[src/rtl/cnn_pkg.sv]
// Shared constants, window type and fetch FSM state encoding for the conv
// window fetch path.
package cnn_pkg;

  localparam int K      = 5;
  localparam int DATA_W = 16;
  localparam int ADDR_W = 16;
  localparam int DIM_W  = 16;

  typedef logic [K*K*DATA_W-1:0] window_t;

  typedef enum logic [2:0] {
    IDLE,
    INIT,
    GAP,
    REQ,
    WAIT,
    PRESENT,
    DONE
  } fetch_state_e;

endpackage

[src/rtl/conv_pos_counter.sv]
// Output-map position tracker: row/col, the running address of the current
// window's top-left word, and last-position detection.
module conv_pos_counter #(
  parameter int K      = cnn_pkg::K,
  parameter int ADDR_W = cnn_pkg::ADDR_W,
  parameter int DIM_W  = cnn_pkg::DIM_W
) (
  input  logic              clk,
  input  logic              rst,
  input  logic              i_init,
  input  logic              i_advance,
  input  logic [ADDR_W-1:0] i_base,
  input  logic [DIM_W-1:0]  i_img_w,
  input  logic [DIM_W-1:0]  i_img_h,
  input  logic [DIM_W-1:0]  i_stride,
  output logic [DIM_W-1:0]  o_row,
  output logic [DIM_W-1:0]  o_col,
  output logic [ADDR_W-1:0] o_addr,
  output logic              o_last
);
  import cnn_pkg::*;

  logic [DIM_W-1:0]  r_row;
  logic [DIM_W-1:0]  r_col;
  logic [DIM_W-1:0]  r_ow;
  logic [DIM_W-1:0]  r_oh;
  logic [ADDR_W-1:0] r_row_base;
  logic [ADDR_W-1:0] r_col_off;
  logic [ADDR_W-1:0] r_col_step;
  logic [ADDR_W-1:0] r_row_step;

  logic [DIM_W-1:0]  w_ow;
  logic [DIM_W-1:0]  w_oh;
  logic [ADDR_W-1:0] w_row_step;
  logic              w_col_last;

  // i_stride is never zero here; the top substitutes 1 before latching.
  assign w_ow       = (i_img_w - DIM_W'(K)) / i_stride + DIM_W'(1);
  assign w_oh       = (i_img_h - DIM_W'(K)) / i_stride + DIM_W'(1);
  assign w_row_step = ADDR_W'(i_img_w) * ADDR_W'(i_stride);
  assign w_col_last = (r_col == r_ow - DIM_W'(1));

  always_ff @(posedge clk) begin
    if (rst) begin
      r_row      <= '0;
      r_col      <= '0;
      r_ow       <= '0;
      r_oh       <= '0;
      r_row_base <= '0;
      r_col_off  <= '0;
      r_col_step <= '0;
      r_row_step <= '0;
    end else if (i_init) begin
      r_row      <= '0;
      r_col      <= '0;
      r_ow       <= w_ow;
      r_oh       <= w_oh;
      r_row_base <= i_base;
      r_col_off  <= '0;
      r_col_step <= ADDR_W'(i_stride);
      r_row_step <= w_row_step;
    end else if (i_advance) begin
      // Column offset is accumulated so no per-window multiply is needed.
      if (w_col_last) begin
        r_col      <= '0;
        r_col_off  <= '0;
        r_row      <= r_row + DIM_W'(1);
        r_row_base <= r_row_base + r_row_step;
      end else begin
        r_col     <= r_col + DIM_W'(1);
        r_col_off <= r_col_off + r_col_step;
      end
    end
  end

  assign o_row  = r_row;
  assign o_col  = r_col;
  assign o_addr = r_row_base + r_col_off;
  assign o_last = w_col_last && (r_row == r_oh - DIM_W'(1));

endmodule

[src/rtl/conv_window_fetch.sv]
// Walks a row-major feature map, issues one 5x5 window read per output
// position and hands each captured window to the MAC stage via valid/ready.
module conv_window_fetch #(
  parameter int K      = cnn_pkg::K,
  parameter int ADDR_W = cnn_pkg::ADDR_W,
  parameter int DATA_W = cnn_pkg::DATA_W,
  parameter int DIM_W  = cnn_pkg::DIM_W
) (
  input  logic                    clk,
  input  logic                    rst,
  input  logic                    start,
  input  logic [ADDR_W-1:0]       base_addr,
  input  logic [DIM_W-1:0]        img_w,
  input  logic [DIM_W-1:0]        img_h,
  input  logic [DIM_W-1:0]        stride,
  output logic                    mem_enable,
  output logic                    mem_write,
  output logic [ADDR_W-1:0]       mem_address,
  output logic [ADDR_W-1:0]       mem_offset,
  input  logic                    mem_finish,
  input  logic [K*K*DATA_W-1:0]   mem_data,
  output logic                    win_valid,
  input  logic                    win_ready,
  output logic [K*K*DATA_W-1:0]   win_data,
  output logic [DIM_W-1:0]        win_row,
  output logic [DIM_W-1:0]        win_col,
  output logic                    busy,
  output logic                    done,
  output logic                    err
);
  import cnn_pkg::*;

  fetch_state_e r_state;
  fetch_state_e w_state_next;

  logic [ADDR_W-1:0]     r_base;
  logic [DIM_W-1:0]      r_img_w;
  logic [DIM_W-1:0]      r_img_h;
  logic [DIM_W-1:0]      r_stride;
  logic                  r_err;
  logic                  r_wait_first;
  logic [K*K*DATA_W-1:0] r_win_data;
  logic [DIM_W-1:0]      r_win_row;
  logic [DIM_W-1:0]      r_win_col;

  logic              w_init;
  logic              w_advance;
  logic              w_capture;
  logic              w_dims_bad;
  logic              w_last;
  logic [DIM_W-1:0]  w_row;
  logic [DIM_W-1:0]  w_col;
  logic [ADDR_W-1:0] w_addr;

  conv_pos_counter #(
    .K      (K),
    .ADDR_W (ADDR_W),
    .DIM_W  (DIM_W)
  ) u_pos (
    .clk       (clk),
    .rst       (rst),
    .i_init    (w_init),
    .i_advance (w_advance),
    .i_base    (r_base),
    .i_img_w   (r_img_w),
    .i_img_h   (r_img_h),
    .i_stride  (r_stride),
    .o_row     (w_row),
    .o_col     (w_col),
    .o_addr    (w_addr),
    .o_last    (w_last)
  );

  assign w_dims_bad = (r_img_w < DIM_W'(K)) || (r_img_h < DIM_W'(K));
  // The first WAIT cycle may still see the previous request's finish flag.
  assign w_capture  = (r_state == WAIT) && !r_wait_first && mem_finish;

  always_ff @(posedge clk) begin
    if (rst) begin
      r_state      <= IDLE;
      r_base       <= '0;
      r_img_w      <= '0;
      r_img_h      <= '0;
      r_stride     <= '0;
      r_err        <= 1'b0;
      r_wait_first <= 1'b0;
      r_win_data   <= '0;
      r_win_row    <= '0;
      r_win_col    <= '0;
    end else begin
      r_state <= w_state_next;
      if ((r_state == IDLE) && start) begin
        r_base   <= base_addr;
        r_img_w  <= img_w;
        r_img_h  <= img_h;
        r_stride <= (stride == '0) ? DIM_W'(1) : stride;
        r_err    <= 1'b0;
      end
      if ((r_state == INIT) && w_dims_bad) begin
        r_err <= 1'b1;
      end
      r_wait_first <= (r_state == REQ);
      if (w_capture) begin
        r_win_data <= mem_data;
        r_win_row  <= w_row;
        r_win_col  <= w_col;
      end
    end
  end

  always_comb begin
    w_state_next = r_state;
    w_init       = 1'b0;
    w_advance    = 1'b0;
    case (r_state)
      IDLE:    if (start) w_state_next = INIT;
      INIT: begin
        if (w_dims_bad) begin
          w_state_next = DONE;
        end else begin
          w_init       = 1'b1;
          w_state_next = GAP;
        end
      end
      GAP:     w_state_next = REQ;
      REQ:     w_state_next = WAIT;
      WAIT:    if (w_capture) w_state_next = PRESENT;
      PRESENT: begin
        if (win_ready) begin
          w_advance    = 1'b1;
          w_state_next = w_last ? DONE : GAP;
        end
      end
      DONE:    w_state_next = IDLE;
      default: w_state_next = IDLE;
    endcase
  end

  assign mem_enable  = (r_state == REQ) || (r_state == WAIT);
  assign mem_write   = 1'b0;
  assign mem_address = w_addr;
  assign mem_offset  = ADDR_W'(r_img_w);
  assign win_valid   = (r_state == PRESENT);
  assign win_data    = r_win_data;
  assign win_row     = r_win_row;
  assign win_col     = r_win_col;
  assign busy        = (r_state != IDLE);
  assign done        = (r_state == DONE);
  assign err         = r_err;

endmodule

[config.mk]
export PLATFORM = sky130hd
export DESIGN_NAME = conv_window_fetch
export DESIGN_NICKNAME = d
export VERILOG_FILES = /design/src/rtl/cnn_pkg.sv /design/src/rtl/conv_pos_counter.sv /design/src/rtl/conv_window_fetch.sv
export SDC_FILE = /design/constraint.sdc
export NUM_CORES = 2
export LEC_CHECK = 0
export CAP_MARGIN = 20
export CORE_AREA = 2 2 369 371
export DETAILED_ROUTE_END_ITERATION = 7
export DIE_AREA = 0 0 371 373
export GPL_TIMING_DRIVEN = 0
export MAX_ROUTING_LAYER = met4
export PLACE_DENSITY = 0.66
export SYNTH_ARGS = -nofsm -noshare
export SYNTH_HDL_FRONTEND = slang
export SYNTH_HIERARCHICAL = 1
export SYNTH_SLANG_ARGS = --single-unit
[constraint.sdc]
create_clock -name clk -period 69.8 [get_ports clk]
set_input_delay 10.47 -clock clk [delete_from_list [all_inputs] [get_ports clk]]
set_output_delay 10.47 -clock clk [all_outputs]
set_load 0.05 [all_outputs]
==> flow_summary.ini <==
[outcome]
status = finished clean

[timing]
fin_skew_ns = 0.0661
fin_setup_tns_ns = 0
finalCriticalPeriod_ns = 36.19
slew_violations = 0
relSlewSlack_pct = 20.0
setup_violations = 0
rsz0062_at_grt = no
fin_ws_ns = 33.61
fmaxAchievable_mhz = 27.6
finalHoldViolations = 0
tightest_slew_ns = 1.19
fin_crit_sh_pct = 51.9

[die]
core_area_sq_mm = 0.135
start_util_pct = 32.0
io_pins = 939
die_h_um = 373
die_w_um = 371
rows = 135
dieArea_sq_mm = 0.138

[synth]
synth_fp_nets = 6606
syn_inst = 5676
synth-seq-cells = 629
ys_types = 97
syn_area_per_cell_sq_um = 7.59
synth_warnings = 6
ys_seq_area_share_pct = 29.2
synth_edf_count = 0
synth.cell_area_sq_mm = 0.0431
async_reset_ff_share_pct = 0
synthFlopType = dfxtp_1

[place]
placed_area_sq_mm = 0.0549
finalWeightedCongestion = 1.14
place_ws_ns = 34.70
numPortBuffers = 937
hpwl_mm = 206

[worst_setup_path]
max_stage_delay_ns = 0.97
path_class = reg -> reg
r2r_slack_ns = 33.61
cp.arrival_ns = 36.73
timing.rr.start = r_img_h[0]
startpoint_type = register
reg2reg_to = u_pos/r_oh[15]
cp_max_fo = 10
cp-end-kind = register
cpMaxStageDelayCell = o31ai_1
crit_top_cell = ha_1
required_ns = 70.33
ff2ff_path_depth = 127

[detailed_routing]
remaining_drc_errors = 0
drt-total-wl_mm = 245
first_pass_iters = 6
route.vias.total = 46500
postRouteAntennaNets = 0
avgRoutedWirePerCell_um = 28.6
viasPerCell = 5.43
drt_iter0_drc = 4577

[grt]
antenna_found_initial = 48
grt_pass1_vias = 43100
grt_pass1_wl_mm = 332
grt_use_total_pct = 35.0
gr-total-overflow = 0
grt_max_degree = 32

[finish]
syn2layout_area_growth_pct = 33.4
design_area_sq_mm = 0.0575
nFillCells = 13600
drive_gt1_share_pct = 4.82
nets = 7632
largest_reg_flops = 400

[clock_network]
root_buffer = clkbuf_16
ctsHoldBuffers = 0
tritoncts = yes
cts_max_level = 3
clk_pin_slew_worst_paths_ns = 0.06
clock_sinks = 629
cts_resized = 0
cts.path.max_buffers = 3
cts_buffers = 76
postCtsSetupBuffers = 0
worstSkewPairLatency_ns = 0.72

[worst_hold_path]
hp-start = win_data[175]
whs_endpoint = win_data[175]
min_path_cells = 2
hold_class = reg -> reg

[job]
maxCapViolations = 0
## worst max path at each step
stage,from,to,slack [ns],cells past startpoint
2_1_floorplan,mem_offset[9],u_pos/r_ow[8],41.38,133
3_3_place_gp,r_stride[0],u_pos/r_ow[15],34.04,126
6_report,r_img_h[0],u_pos/r_oh[15],33.61,127
3_5_place_dp,r_stride[15],u_pos/r_ow[15],34.70,130
4_1_cts,r_img_h[0],u_pos/r_oh[14],34.54,129
5_1_grt,r_img_h[0],u_pos/r_oh[15],31.22,127
## cell usage in the layout (no fill, tap or decap), drive strengths merged, types with 25 or more instances in the layout
cell and count:
and3 25, buf 97, o21ai 178, clkbuf 302, o31ai 25, inv 244, nand4 32, ha 378
fa 83, mux2 51, xnor2 188, nor2 368, nand2 1349, nor3 112, dfxtp 629, or3 37
or4 25, diode 28, mux2i 58, a21oi 709, a211oi 41, a21o 65, clkdlybuf4s50 937, nand3 89
or2 41, nor4 33, o21a 76, nand2b 39, o211ai 33, and2 48, nor2b 31, a31oi 41
xor2 117
## area by class of cell
cell class / count / area, sq um / area share (%)
multi-input combinational: 4527 / 28500 / 49.5
sequential: 629 / 12600 / 21.9
timing repair buffer: 948 / 9570 / 16.6
tap: 1781 / 2230 / 3.88
clock buffer: 108 / 2160 / 3.76
buffer: 280 / 1150 / 2.00
inverter: 240 / 901 / 1.57
clock inverter: 30 / 352 / 0.612
antenna: 28 / 70.1 / 0.122
## stage by stage
step	cells	utilization, %	hold slack, ns
2_1_floorplan	5676	-	0.425
3_3_place_gp	8394	40.6	0.442
3_5_place_dp	8404	40.8	0.445
4_1_cts	8542	42.6	0.453
5_1_grt	8567	42.7	0.470
6_report	8571	42.7	0.452
## cell usage after synthesis (47+ instances only)
library cell  instances  area share, %
ha_1                378             11
and2_1               47           0.68
clkbuf_1            194            1.7
inv_1               240            2.1
fa_1                 83            3.9
mux2i_1              58            1.3
o21a_1               75            1.3
xnor2_1             188            3.8
mux2_2               50            1.3
nor3_1              111            1.3
buf_2                60           0.70
o21ai_0             173            2.0
xor2_1              117            2.4
dfxtp_1             629             29
nor2_1              368            3.2
nand3_1              89            1.0
a21oi_1             709            8.2
a21o_1               65            1.1
nand2_1            1349             12
## cell families (layout without fill, tap and decap cells)
family / count (synthesis) / count (layout) / synth area share (%)
fa+ha+maj: 461 / 461 / 14.8
mux: 109 / 109 / 2.69
buf+inv: 520 / 1606 / 4.75
simple gates: 2273 / 2273 / 22.8
flops: 629 / 629 / 29.2
compound gates: 1377 / 1377 / 19.4
xor+xnor: 306 / 306 / 6.25
other cells: 1 / 29 / 0.00870
## per-layer routing
metal | vias up | global-route usage, % | wire (um)
met1 | 22300 | 42.6 | 100000
met2 | 2127 | 48.6 | 99500
met3 | 418 | 15.1 | 30500
met4 | 0 | 18.1 | 14800
li1 | 21700 | - | -
met5 | - | - | 0
## worst max-delay path: cells and delay by family, from the launching register on
family,cells,cell delay [ns]
XOR/XNOR,1,0.51
AND/OR/NAND/NOR,28,5.43
adder cells (fa/ha/maj),16,5.06
buffers and inverters,15,5.22
multiplexers,1,0.44
AO/OA/AOI/OAI,66,18.87
flip-flops,1,0.41
Power is not shown: default switching activity piles up to over one toggle a cycle in this logic, so the estimate is an artifact.
